## config.mk

```make
export PLATFORM = sky130hd
export DESIGN_NAME = mult
export DESIGN_NICKNAME = d
export VERILOG_FILES = /design/src/rtl/mult.sv
export SDC_FILE = /design/constraint.sdc
export NUM_CORES = 1
export LEC_CHECK = 0
export ABC_AREA = 1
export CELL_PAD_IN_SITES_DETAIL_PLACEMENT = 0
export CELL_PAD_IN_SITES_GLOBAL_PLACEMENT = 1
export CORE_MARGIN = 3
export CORE_UTILIZATION = 44
export CTS_BUF_LIST = sky130_fd_sc_hd__clkbuf_16
export DETAILED_ROUTE_END_ITERATION = 10
export PLACE_DENSITY_LB_ADDON = 0.1
export SYNTH_ARGS = -nofsm -noshare
export SYNTH_HDL_FRONTEND = slang
export SYNTH_SLANG_ARGS = --single-unit
```

## constraint.sdc

```tcl
create_clock -name clk -period 7.6 [get_ports clk]
set_input_delay 0.76 -clock clk [delete_from_list [all_inputs] [get_ports clk]]
set_output_delay 0.76 -clock clk [all_outputs]
set_load 0.02 [all_outputs]
```

## src/rtl/mult.sv

```systemverilog
// Sequential signed WIDTH x WIDTH radix-2 Booth multiplier, one step per clock, result in HI/LO.
// Optional MULT_ZERO_SKIP_EN: zero operand completes on the launch edge without running.
module mult #(
  parameter int unsigned WIDTH = 32
) (
  input  logic             clk,
  input  logic             reset,
  input  logic             multControl,
  input  logic [WIDTH-1:0] aInput,
  input  logic [WIDTH-1:0] bInput,
  output logic [WIDTH-1:0] HI,
  output logic [WIDTH-1:0] LO,
  output logic             busy,
  output logic             done
);

  localparam int unsigned CntW = $clog2(WIDTH) + 1;

  typedef enum logic [1:0] {StIdle, StRun, StDone} state_e;

  state_e            state_q, state_d;
  logic [WIDTH:0]    a_q, a_d, m_q, m_d, sum;
  logic [WIDTH-1:0]  q_q, q_d, hi_q, hi_d, lo_q, lo_d;
  logic              q1_q, q1_d, done_q, done_d;
  logic [CntW-1:0]   cnt_q, cnt_d;
  logic              zero_skip;

`ifdef MULT_ZERO_SKIP_EN
  assign zero_skip = (aInput == '0) || (bInput == '0);
`else
  assign zero_skip = 1'b0;
`endif

  // A carries one guard bit so subtracting M = -2^(WIDTH-1) cannot overflow.
  always_comb begin
    unique case ({q_q[0], q1_q})
      2'b01:   sum = a_q + m_q;
      2'b10:   sum = a_q - m_q;
      default: sum = a_q;
    endcase
  end

  always_comb begin
    state_d = state_q;
    a_d     = a_q;
    m_d     = m_q;
    q_d     = q_q;
    q1_d    = q1_q;
    cnt_d   = cnt_q;
    hi_d    = hi_q;
    lo_d    = lo_q;
    done_d  = 1'b0;
    unique case (state_q)
      StIdle: begin
        if (multControl) begin
          if (zero_skip) begin
            hi_d    = '0;
            lo_d    = '0;
            done_d  = 1'b1;
            state_d = StDone;
          end else begin
            a_d     = '0;
            q_d     = bInput;
            q1_d    = 1'b0;
            m_d     = {aInput[WIDTH-1], aInput};
            cnt_d   = '0;
            state_d = StRun;
          end
        end
      end
      StRun: begin
        if (!multControl) begin
          state_d = StIdle;
        end else begin
          a_d   = {sum[WIDTH], sum[WIDTH:1]};
          q_d   = {sum[0], q_q[WIDTH-1:1]};
          q1_d  = q_q[0];
          cnt_d = cnt_q + CntW'(1);
          if (cnt_q == CntW'(WIDTH - 1)) begin
            hi_d    = a_d[WIDTH-1:0];
            lo_d    = q_d;
            done_d  = 1'b1;
            state_d = StDone;
          end
        end
      end
      StDone: begin
        // Held control never relaunches; a new op needs multControl low first.
        if (!multControl) state_d = StIdle;
      end
      default: state_d = StIdle;
    endcase
  end

  always_ff @(posedge clk or posedge reset) begin
    if (reset) begin
      state_q <= StIdle;
      a_q     <= '0;
      m_q     <= '0;
      q_q     <= '0;
      q1_q    <= 1'b0;
      cnt_q   <= '0;
      hi_q    <= '0;
      lo_q    <= '0;
      done_q  <= 1'b0;
    end else begin
      state_q <= state_d;
      a_q     <= a_d;
      m_q     <= m_d;
      q_q     <= q_d;
      q1_q    <= q1_d;
      cnt_q   <= cnt_d;
      hi_q    <= hi_d;
      lo_q    <= lo_d;
      done_q  <= done_d;
    end
  end

  assign HI   = hi_q;
  assign LO   = lo_q;
  assign busy = (state_q == StRun);
  assign done = done_q;

endmodule

```

; ---- After elaboration in Yosys (flattened, before gate mapping)
; Cells that the tools add are included.
[totals]
out_inout_bits = 66
word_cells = 48
register_bits = 171
input_bits = 67
ramBits = 0
latch_bits = 0
n_memories = 0
mem_bits_ro = 0
[classes]
shifts = 0
n_reduce_logical = 6
n_eq_ne = 9
magnitude_cmp = 0
bitwise = 0
n_addsub = 3
div = 0
mux = 21
mul = 0
[op_table]
columns = operator, n
row1 = $pmux W33 S2, 2
row2 = $mux W33, 2
row3 = $mux W32, 2
row4 = $pmux W32 S2, 1
row5 = $add A33 B33 Y33, 1
row6 = $sub A33 B33 Y33, 1
row7 = $mux W6, 2
row8 = $pmux W6 S2, 1
row9 = $reduce_and A3 Y1, 3
row10 = $mux W2, 4
row11 = $add A6 B1 Y6 const B, 1
row12 = $eq A6 B5 Y1 const B, 1
row13 = $ne A2 B2 Y1 const B, 3
row14 = $pmux W2 S3, 1
row15 = $mux W1, 5
row16 = $eq A2 B1 Y1 const B, 2
row17 = $eq A2 B2 Y1 const B, 2
row18 = $ne A3 B2 Y1 const B, 1
row19 = $logic_not A2 Y1, 1
row20 = $pmux W1 S2, 1
row21 = $reduce_and A2 Y1, 1
row22 = $reduce_bool A2 Y1, 1

; ---- Depth between registers and ports, before layout
; Gate-level depths: netlist of run 1.
[logic_depth]
ltp_word = 4
mapped_depth = 27
mapped_depth_nobuf = 27

; ---- Least setup slack after synthesis of run 1
; No wires, ideal clock.
[synth_path]
kind = reg-to-reg
from = reg q_q[0]
to = reg hi_q[27], in the netlist HI[27]
synth_period_minus_slack_ps = 2865
stages_incl_launch_ff = 21
path_buffers = 3
arrival_time_ps = 2747
slack_ps = 4735
cell_sequence = dfrtp_1 > ha_1 > buf_4 > inv_1 > buf_2 > buf_2 > o21ai_0 > xor2_1 > ha_1 > nand2_1 > inv_1 > nand2_1 > nand2_1 > a21oi_1 > nor2_1 > nor3_1 > nand2_1 > nand2_1 > nand3_1 > nand3_1 > nand2_1
[synth_via]
elab_chain_cells = 2
word_cells_on_any_way = 3
[synth_lines]
columns = element, line
row1 = start: declaration, 23  ; logic [WIDTH-1:0] q_q, q_d, hi_q, hi_d, lo_q, lo_d;
row2 = start signal: assignment, 110  ; q_q <= q_d;
row3 = $eq A2 B2 Y1 or $eq A2 B1 Y1 (tied branches), 36  ; unique case ({q_q[0], q1_q})
row4 = $pmux W33 S2 *, 36
row5 = end signal: assignment, 113  ; hi_q <= hi_d;
row6 = end: declaration, 23
; Mark *: on every way between the ends. The rest lies on a longest branch, timed or not.
; A chain may end at the register's enable or synchronous reset.

; ---- Worst setup path in the final report of run 1
; Ends and elaborated chain as after synthesis.

==> results of run 1 <==
path summary, 6_finish.rpt:
kind | from | depth (start not counted) | to | slack [ps]
max | q_q[0] | 19 | HI[27] | 3930
max reg2reg | q_q[0] | 19 | HI[27] | 3930
min | HI[28] | 2 | HI[28] | 480
min reg2reg | HI[28] | 2 | HI[28] | 480
min in group asynchronous | reset | 2 | q_q[26] | 930
max in group asynchronous | reset | 3 | q_q[20] | 5320
worst min-delay path, stage by stage (launching register included):
cell and delay, ps:
sky130_fd_sc_hd__dfrtp_1 350, sky130_fd_sc_hd__nand2_1 50, sky130_fd_sc_hd__nand2_1 50
layer usage:
metal  wire length [µm]  up-vias  GRT usage, %
met5                  0        -             0
met4                380        0          4.88
met3               1220       29          3.32
met1              13100     4015          31.0
met2              11300      192          33.9
li1                   -     4511             -
registers in the layout, indices dropped and copies added, names as in the netlist:
register / cells
m_q: 32
state_q: 2
done: 1
q_q: 32
HI: 32
q1_q: 1
a_q: 32
cnt_q: 6
LO: 32
cells by family after synthesis:
logic type	share of synthesized area, %
DFF	42.7
buffers and inverters	8.44
xor gates and xnor gates	3.17
and+or+nand+nor	27.3
muxes	0.201
AOI/OAI and AO/OA	13.6
adders and majority gates	4.60
power by group through the flow:
| stage | sequential, mW | clock, mW | combinational [mW] |
|---|---|---|---|
| after floorplan | 1.08 | 0 | 1.08 |
| after global placement | 1.12 | 0 | 1.42 |
| after detailed placement | 1.12 | 0 | 1.43 |
| after CTS | 1.10 | 0.913 | 1.44 |
| after global routing | 1.12 | 0.945 | 1.64 |
| final | 1.10 | 0.897 | 1.44 |
layout by cell type (no fill, tap or decap), types with 3 or more instances in the layout:
master	instances
sky130_fd_sc_hd__nand2_1	394
sky130_fd_sc_hd__dfrtp_1	170
sky130_fd_sc_hd__inv_1	152
sky130_fd_sc_hd__clkdlybuf4s50_1	132
sky130_fd_sc_hd__o21ai_0	105
sky130_fd_sc_hd__nor2_1	77
sky130_fd_sc_hd__nand3_1	67
sky130_fd_sc_hd__a21oi_1	45
sky130_fd_sc_hd__nor3_1	42
sky130_fd_sc_hd__ha_1	35
sky130_fd_sc_hd__a221oi_1	32
sky130_fd_sc_hd__xor2_1	30
sky130_fd_sc_hd__clkbuf_16	17
sky130_fd_sc_hd__o21ai_1	14
sky130_fd_sc_hd__nor2_2	10
sky130_fd_sc_hd__nand2_2	8
sky130_fd_sc_hd__or2_2	8
sky130_fd_sc_hd__o22ai_1	8
sky130_fd_sc_hd__nand4_1	7
sky130_fd_sc_hd__inv_2	7
sky130_fd_sc_hd__xnor2_1	6
sky130_fd_sc_hd__o21ai_2	5
sky130_fd_sc_hd__o21bai_1	5
sky130_fd_sc_hd__inv_6	5
sky130_fd_sc_hd__buf_4	5
sky130_fd_sc_hd__nor2_4	4
sky130_fd_sc_hd__nand3b_1	4
sky130_fd_sc_hd__nand3_2	4
sky130_fd_sc_hd__a21oi_2	3
sky130_fd_sc_hd__o211ai_1	3
sky130_fd_sc_hd__inv_8	3
sky130_fd_sc_hd__clkinv_8	3
layout make-up:
cell class | instances | area share [%]
multi-input cells | 938 | 40.5
flip-flops and latches | 170 | 35.3
repair buffers | 137 | 11.3
inverters | 162 | 5.09
clock buffers | 17 | 3.53
well taps | 280 | 2.91
clock inverters | 15 | 1.43
==> metrics.csv, run 1 <==
stage,metric,value,unit
timing,finalSetupTns,0,ps
synthesis,synthDominantCellAreaShare,42.7,%
setup_path,worst_path_largest_cell_delay,530,ps
route,number_of_nets_with_antenna_violations_after_detailed_routing,0,
setup_path,slowest_stage,sky130_fd_sc_hd__inv_1,
flow_run,maxCapViolations,0,
floorplanning,fp.dieH,156,µm
floorplanning,top_level_ports,133,
grt,overflow,0,
timing,timing.final.crit_share,48.3,%
finish,post-route-util,54.7,%
clock_tree,clock_root_buffer,sky130_fd_sc_hd__clkbuf_16,
clock_tree,insertion_delay,430,ps
placed_design,place_inst,1687,
timing,final-max-slew-violation-count,0,
placed_design,place_area,11500,µm²
finish,areaGrowthSynthToFinish,21.1,%
finish,layout-drive-gt1-share,6.53,%
timing,finalHoldWorstSlack,480,ps
placed_design,global_placement_routability_congestion,0.891,
setup_path,end_kind,register,
synthesis,share_of_synthesized_area_occupied_by_flip_flops_and_latches,42.7,%
floorplanning,num_rows,54,
clock_tree,clk_pin_slew,80,ps
timing,final-setup-viol-count,0,
timing,timing.slew.headroom,26.7,%
setup_path,cp_top_family,simple AND/OR/NAND/NOR gates,
synthesis,netlist_top_cells_count,"395 x sky130_fd_sc_hd__nand2_1, 170 x sky130_fd_sc_hd__dfrtp_1, 154 x sky130_fd_sc_hd__inv_1, 105 x sky130_fd_sc_hd__o21ai_0, 79 x sky130_fd_sc_hd__nor2_1",
synthesis,mapped_cell_area,9960,µm²
hold_path,worst_hold_path_type,reg -> reg,
synthesis,number_of_enable_type_register_cells_in_the_synthesized_netlist,0,
power,post-layout-total-power,3.44,mW
finish,final_instance_area,12100,µm²
power,total_leakage_power,5.96,nW
power,power_density,286,nW/µm²
route,drt_drc_violations_left,0,
finish,fillers,2196,
finish,regArea,4250,µm²
power,p_comb_share,41.9,%
synthesis,most_common_cell_in_the_synthesized_netlist,sky130_fd_sc_hd__nand2_1,
outcome,status,completed,
clock_tree,htreeDepth,4,
timing,layout_setup_ws,3930,ps
setup_path,critical_path_arrival,3990,ps
synthesis,synth.ff_latch_count,170,
power,share_clk_of_total_power,26.1,%
power,power_switching_share,43.3,%
timing,tightest_slew,1100,ps
setup_path,data_required_time_at_the_worst_endpoint,7920,ps
power,max-vdd-ir-drop,0.140,mV
timing,rsz_0062_raised_after_global_routing,false,
power,power.internal,1.95,mW
synthesis,netlist.top_cell.by_area,sky130_fd_sc_hd__dfrtp_1,
placed_design,place_hpwl,19.1,mm
clock_tree,tritoncts_clock_tree,done,
setup_path,crit_chain,"ha_1, buf_4, inv_1, o21ai_0, nand2_1, xor2_1, ha_1, nand2_1, inv_1, nand2_1, nand2_1, a21oi_1, nor2_1, nor3_1, nand2_1, nand2_1, nand3_1, nand3_1, nand2_1",
clock_tree,postCtsSetupBuffers,0,
route,drt_first_iter_violations,539,
finish,nets,1529,
timing,finalWorstPathRequiredPeriod,3670,ps
power,power_dissipated_by_switching_net_loads,1.49,mW
route,via_per_inst,5.09,
synthesis,post_synth_main_area_contributors,"sky130_fd_sc_hd__dfrtp_1 43%, sky130_fd_sc_hd__nand2_1 15%, sky130_fd_sc_hd__inv_1 5.8%, sky130_fd_sc_hd__o21ai_0 5.3%, sky130_fd_sc_hd__ha_1 4.4%",
synthesis,netlist_instances,1320,
synthesis,ys.warnings.count,0,
finish,diodes,0,
route,mean_routed_wirelength_per_cell,15.1,µm
power,pwr-share-seq,32.0,%
clock_tree,cts-root-to-sink-buffers,2,
grt,grt_max_degree,109,
grt,grt_antenna_before_repair,0,
setup_path,path_max_fanout,20,
floorplanning,fp.dieArea,24500,µm²
grt,global_route.usage.total,21.4,%
floorplanning,coreArea,22000,µm²
route,vias,8747,
synthesis,yosys_most_used_dff,sky130_fd_sc_hd__dfrtp_1,
setup_path,worst_path_most_repeated_cell,sky130_fd_sc_hd__nand2_1,
route,wirelength,26.0,mm
clock_tree,holdBufCountCts,0,
floorplanning,floorplan.initialDensity,45.2,%
setup_path,worstSetupPathType,reg -> reg,
clock_tree,clock_sink_count,170,
synthesis,yosysUniqueCellTypes,47,
placed_design,port-buffer-count,132,
timing,hold_violations,0,
timing,timing.clock.skew,12.0,ps
finish,final_cell_count_no_fill,1719,
clock_tree,cts.repair.resized,0,
placed_design,placement.setup.worst_slack,3560,ps
grt,grt_pass1_vias,8287,
setup_path,critPathBufInv,3,
finish,area_of_the_multi_input_gates,4880,µm²
timing,maxClockFrequency,273,MHz
grt,global_route_wire_length_before_repair,42.1,mm
floorplanning,die_width,156,µm
setup_path,timing.critical_path.from_type,register,
synthesis,post_synth.cell_area_avg,7.54,µm²
synthesis,number_of_nets_in_the_synthesized_netlist,1423,
synthesis,synthArstFlopShare,100,%
clock_tree,cts_buffers,17,
route,first_pass_iters,5,
(Power assumes the default switching activity.)
==> run 2, diff against run 1 <==
--- a/config.mk
+++ b/config.mk
@@ -9,7 +9,7 @@
 export CELL_PAD_IN_SITES_DETAIL_PLACEMENT = 0
 export CELL_PAD_IN_SITES_GLOBAL_PLACEMENT = 1
 export CORE_MARGIN = 3
-export CORE_UTILIZATION = 44
+export CORE_UTILIZATION = 37
 export CTS_BUF_LIST = sky130_fd_sc_hd__clkbuf_16
 export DETAILED_ROUTE_END_ITERATION = 10
 export PLACE_DENSITY_LB_ADDON = 0.1
==> constraint.sdc (replaced) <==
create_clock -name clk -period 3.2 [get_ports clk]
set_input_delay 0.32 -clock clk [delete_from_list [all_inputs] [get_ports clk]]
set_output_delay 0.32 -clock clk [all_outputs]
set_load 0.02 [all_outputs]
==> run 2 against run 1 <==
Compared with the run above:
- the run now ends with negative setup slack left
- worst hold slack lost 170 ps
- first-iteration DRC count shrank 4.5%
- clock skew increased by 14 ps
- count of clock-buffer cells in the layout unchanged
- largest power group unchanged
- highest routed layer unchanged
==> metrics.csv, run 2 (same netlist as run 1, synthesis figures left out) <==
stage,metric,value,unit,change
power,total_leakage_power,6.70,nW,+13%
clock_tree,clk_pin_slew,90,ps,about the same
grt,met2_usage,32.5,%,-1.3 points
grt,globalRoute.busiestLayer,met2,,
power,max-vdd-ir-drop,0.366,mV,+160%
finish,areaGrowthSynthToFinish,39.7,%,
grt,grt_pass1_vias,8791,,+6.1%
finish,final_cell_mix,"350 x sky130_fd_sc_hd__nand2_1, 170 x sky130_fd_sc_hd__dfrtp_1, 145 x sky130_fd_sc_hd__inv_1",,
setup_path,worstSetupPathType,reg -> reg,,
clock_tree,clock_root_buffer,sky130_fd_sc_hd__clkbuf_16,,
finish,fillers,2563,,+17%
setup_path,slowest_stage,sky130_fd_sc_hd__dfrtp_1,,
power,post-layout-total-power,10.1,mW,+190%
timing,final-setup-viol-count,23,,+23
timing,finalHoldWorstSlack,305,ps,-175 ps
clock_tree,tritoncts_clock_tree,done,,
timing,finalWorstPathRequiredPeriod,3320,ps,-343 ps
timing,layout_setup_ws,-124,ps,-4060 ps
route,via_per_inst,4.84,,-4.9%
finish,layout.cells.most_common,sky130_fd_sc_hd__nand2_1,,
clock_tree,htreeDepth,4,,unchanged
setup_path,worst_path_largest_cell_delay,400,ps,-130 ps
setup_path,data_required_time_at_the_worst_endpoint,3520,ps,-4400 ps
timing,rsz_0062_raised_after_global_routing,true,,
placed_design,global_placement_routability_congestion,0.887,,-0.50%
floorplanning,coreArea,26300,µm²,+19%
clock_tree,cts_buffers,17,,unchanged
placed_design,place_hpwl,22.1,mm,+16%
setup_path,worst-r2r-setup-slack,-120,ps,-4060 ps
setup_path,crit_chain,"buf_6, nor2_4, nand2_2, nor2_2, nand3_2, nor2_2, nand3_2, nor2_4, nand2_2, o21ai_2, xor2_1, ha_1, nand2_1, nand2_2, a31o_4, buf_6, nand2_2, nand2_2, nor2_4, nand2_1, nand2_1, nand3_2, nand3_2, nand2_2",,
setup_path,critical_path_arrival,3650,ps,-340 ps
timing,finalSetupTns,-1380,ps,-1380 ps
setup_path,timing.critical_path.from_type,register,,
floorplanning,top_level_ports,133,,unchanged
grt,grt_antenna_before_repair,0,,unchanged
placed_design,place_area,12300,µm²,+7.4%
floorplanning,die_width,170,µm,+8.7%
setup_path,reg2reg_depth,24,,+5
grt,met1_usage,29.8,%,-1.2 points
finish,layout-drive-gt1-share,24.0,%,+17 points
grt,overflow,0,,unchanged
setup_path,end_kind,register,,
route,vias,9201,,+5.2%
route,drt_first_iter_violations,515,,-4.5%
clock_tree,insertion_delay,440,ps,about the same
route,first_pass_iters,5,,unchanged
timing,maxClockFrequency,301,MHz,+10%
outcome,status,"finished, violations left",,
setup_path,worst_path_most_repeated_cell,sky130_fd_sc_hd__nand2_2,,
timing,timing.slew.headroom,50.5,%,+24 points
route,mean_routed_wirelength_per_cell,15.6,µm,+3.4%
finish,diodes,0,,unchanged
timing,timing.final.crit_share,104,%,+56 points
floorplanning,num_rows,59,,+9.3%
setup_path,r2r-start,m_q[1],,
route,number_of_nets_with_antenna_violations_after_detailed_routing,0,,unchanged
grt,grt.met3_usage,3.53,%,+0.21 points
finish,final_instance_area,13900,µm²,+15%
finish,regArea,4250,µm²,unchanged
finish,area_of_the_multi_input_gates,5650,µm²,+16%
floorplanning,fp.dieH,170,µm,+8.7%
setup_path,reg2reg_to,HI[29],,
grt,global_route.usage.total,20.5,%,-0.86 points
floorplanning,fp.dieArea,28900,µm²,+18%
power,power_density,723,nW/µm²,+150%
setup_path,path_max_fanout,4,,-80%
floorplanning,floorplan.initialDensity,37.9,%,-7.3 points
clock_tree,clock_sink_count,170,,unchanged
flow_run,maxCapViolations,0,,unchanged
timing,hold_violations,0,,unchanged
hold_path,worst_hold_path_type,in -> async,,
timing,final-max-slew-violation-count,0,,unchanged
grt,global_route_wire_length_before_repair,47.2,mm,+12%
clock_tree,cts-root-to-sink-buffers,2,,unchanged
timing,tightest_slew,743,ps,-354 ps
route,drt_drc_violations_left,0,,unchanged
outcome,violations,negative setup slack,,
finish,nets,1657,,+8.4%
timing,timing.clock.skew,26.0,ps,+14.0 ps
route,wirelength,29.7,mm,+14%
grt,grt_max_degree,82,,-25%
placed_design,port-buffer-count,132,,unchanged
-- run 2: cell types whose count changed in the layout (fill, tap and decap cells not counted), moves of 13 or more --
cell and delta:
sky130_fd_sc_hd__nand2_1 -44, sky130_fd_sc_hd__buf_4 +122, sky130_fd_sc_hd__a21oi_2 +20, sky130_fd_sc_hd__nand2_2 +37, sky130_fd_sc_hd__nor2_4 +15, sky130_fd_sc_hd__nand3_2 +13, sky130_fd_sc_hd__o21ai_1 +13, sky130_fd_sc_hd__nand3_1 -14
sky130_fd_sc_hd__o21ai_0 -19, sky130_fd_sc_hd__nor2_1 -31, sky130_fd_sc_hd__a21oi_1 -25, sky130_fd_sc_hd__nor2_2 +16, sky130_fd_sc_hd__ha_1 -16
-- run 2: cell type report --
type / count / share of cell area [%]
flip-flops and latches: 170 / 30.6
inverters: 162 / 4.40
clock inverters: 15 / 1.24
multi-input cells: 938 / 40.6
repair buffers: 265 / 17.1
well taps: 335 / 3.01
clock buffers: 17 / 3.06
-- run 2: how the worst max path moves through the flow --
stage	start	end	depth (start not counted)
2_1_floorplan	q_q[0]	HI[27]	20
3_3_place_gp	m_q[1]	HI[29]	24
3_5_place_dp	m_q[1]	HI[29]	24
4_1_cts	m_q[1]	HI[29]	24
5_1_grt	m_q[1]	HI[29]	24
6_report	m_q[1]	HI[29]	24
-- run 2: routing by layer --
| metal | vias up | share of wire [%] |
|---|---|---|
| li1 | 4765 | - |
| met1 | 4239 | 49 |
| met2 | 177 | 45 |
| met3 | 20 | 4.3 |
| met4 | 0 | 0.99 |
| met5 | - | 0 |
-- run 2: power by group --
group	internal, mW	leakage, nW	total (mW)	switching [mW]
Sequential	2.40	2.19	2.66	0.263
Clock	1.06	0.293	2.14	1.08
Combinational	2.26	4.22	5.25	2.99
Total	5.72	6.70	10.1	4.33
-- run 2: worst max-delay path: cells and delay by family (launching register included) --
family	cells	cell delay, ps
compound gates	2	390
buf+inv	2	240
fa+ha+maj	1	320
simple gates	18	1670
flops	1	400
xor+xnor	1	210
-- run 2: what timing repair did --
item	in CTS	in global routing
pin swaps	21	46
setup endpoints to repair	33	56
setup buffers	18	13
hold buffers	0	0
endpoints found under the hold margin	0	0
resized for setup	76	134
-- run 2: stage by stage --
| step | util (%) | std cells | setup WS, ps |
|---|---|---|---|
| floorplan | - | 1320 | 335 |
| global placement | 46.8 | 1839 | -223 |
| detailed placement | 46.8 | 1839 | -228 |
| CTS | 50.7 | 1889 | -42.4 |
| global route | 52.9 | 1902 | -350 |
| finish | 52.9 | 1902 | -124 |
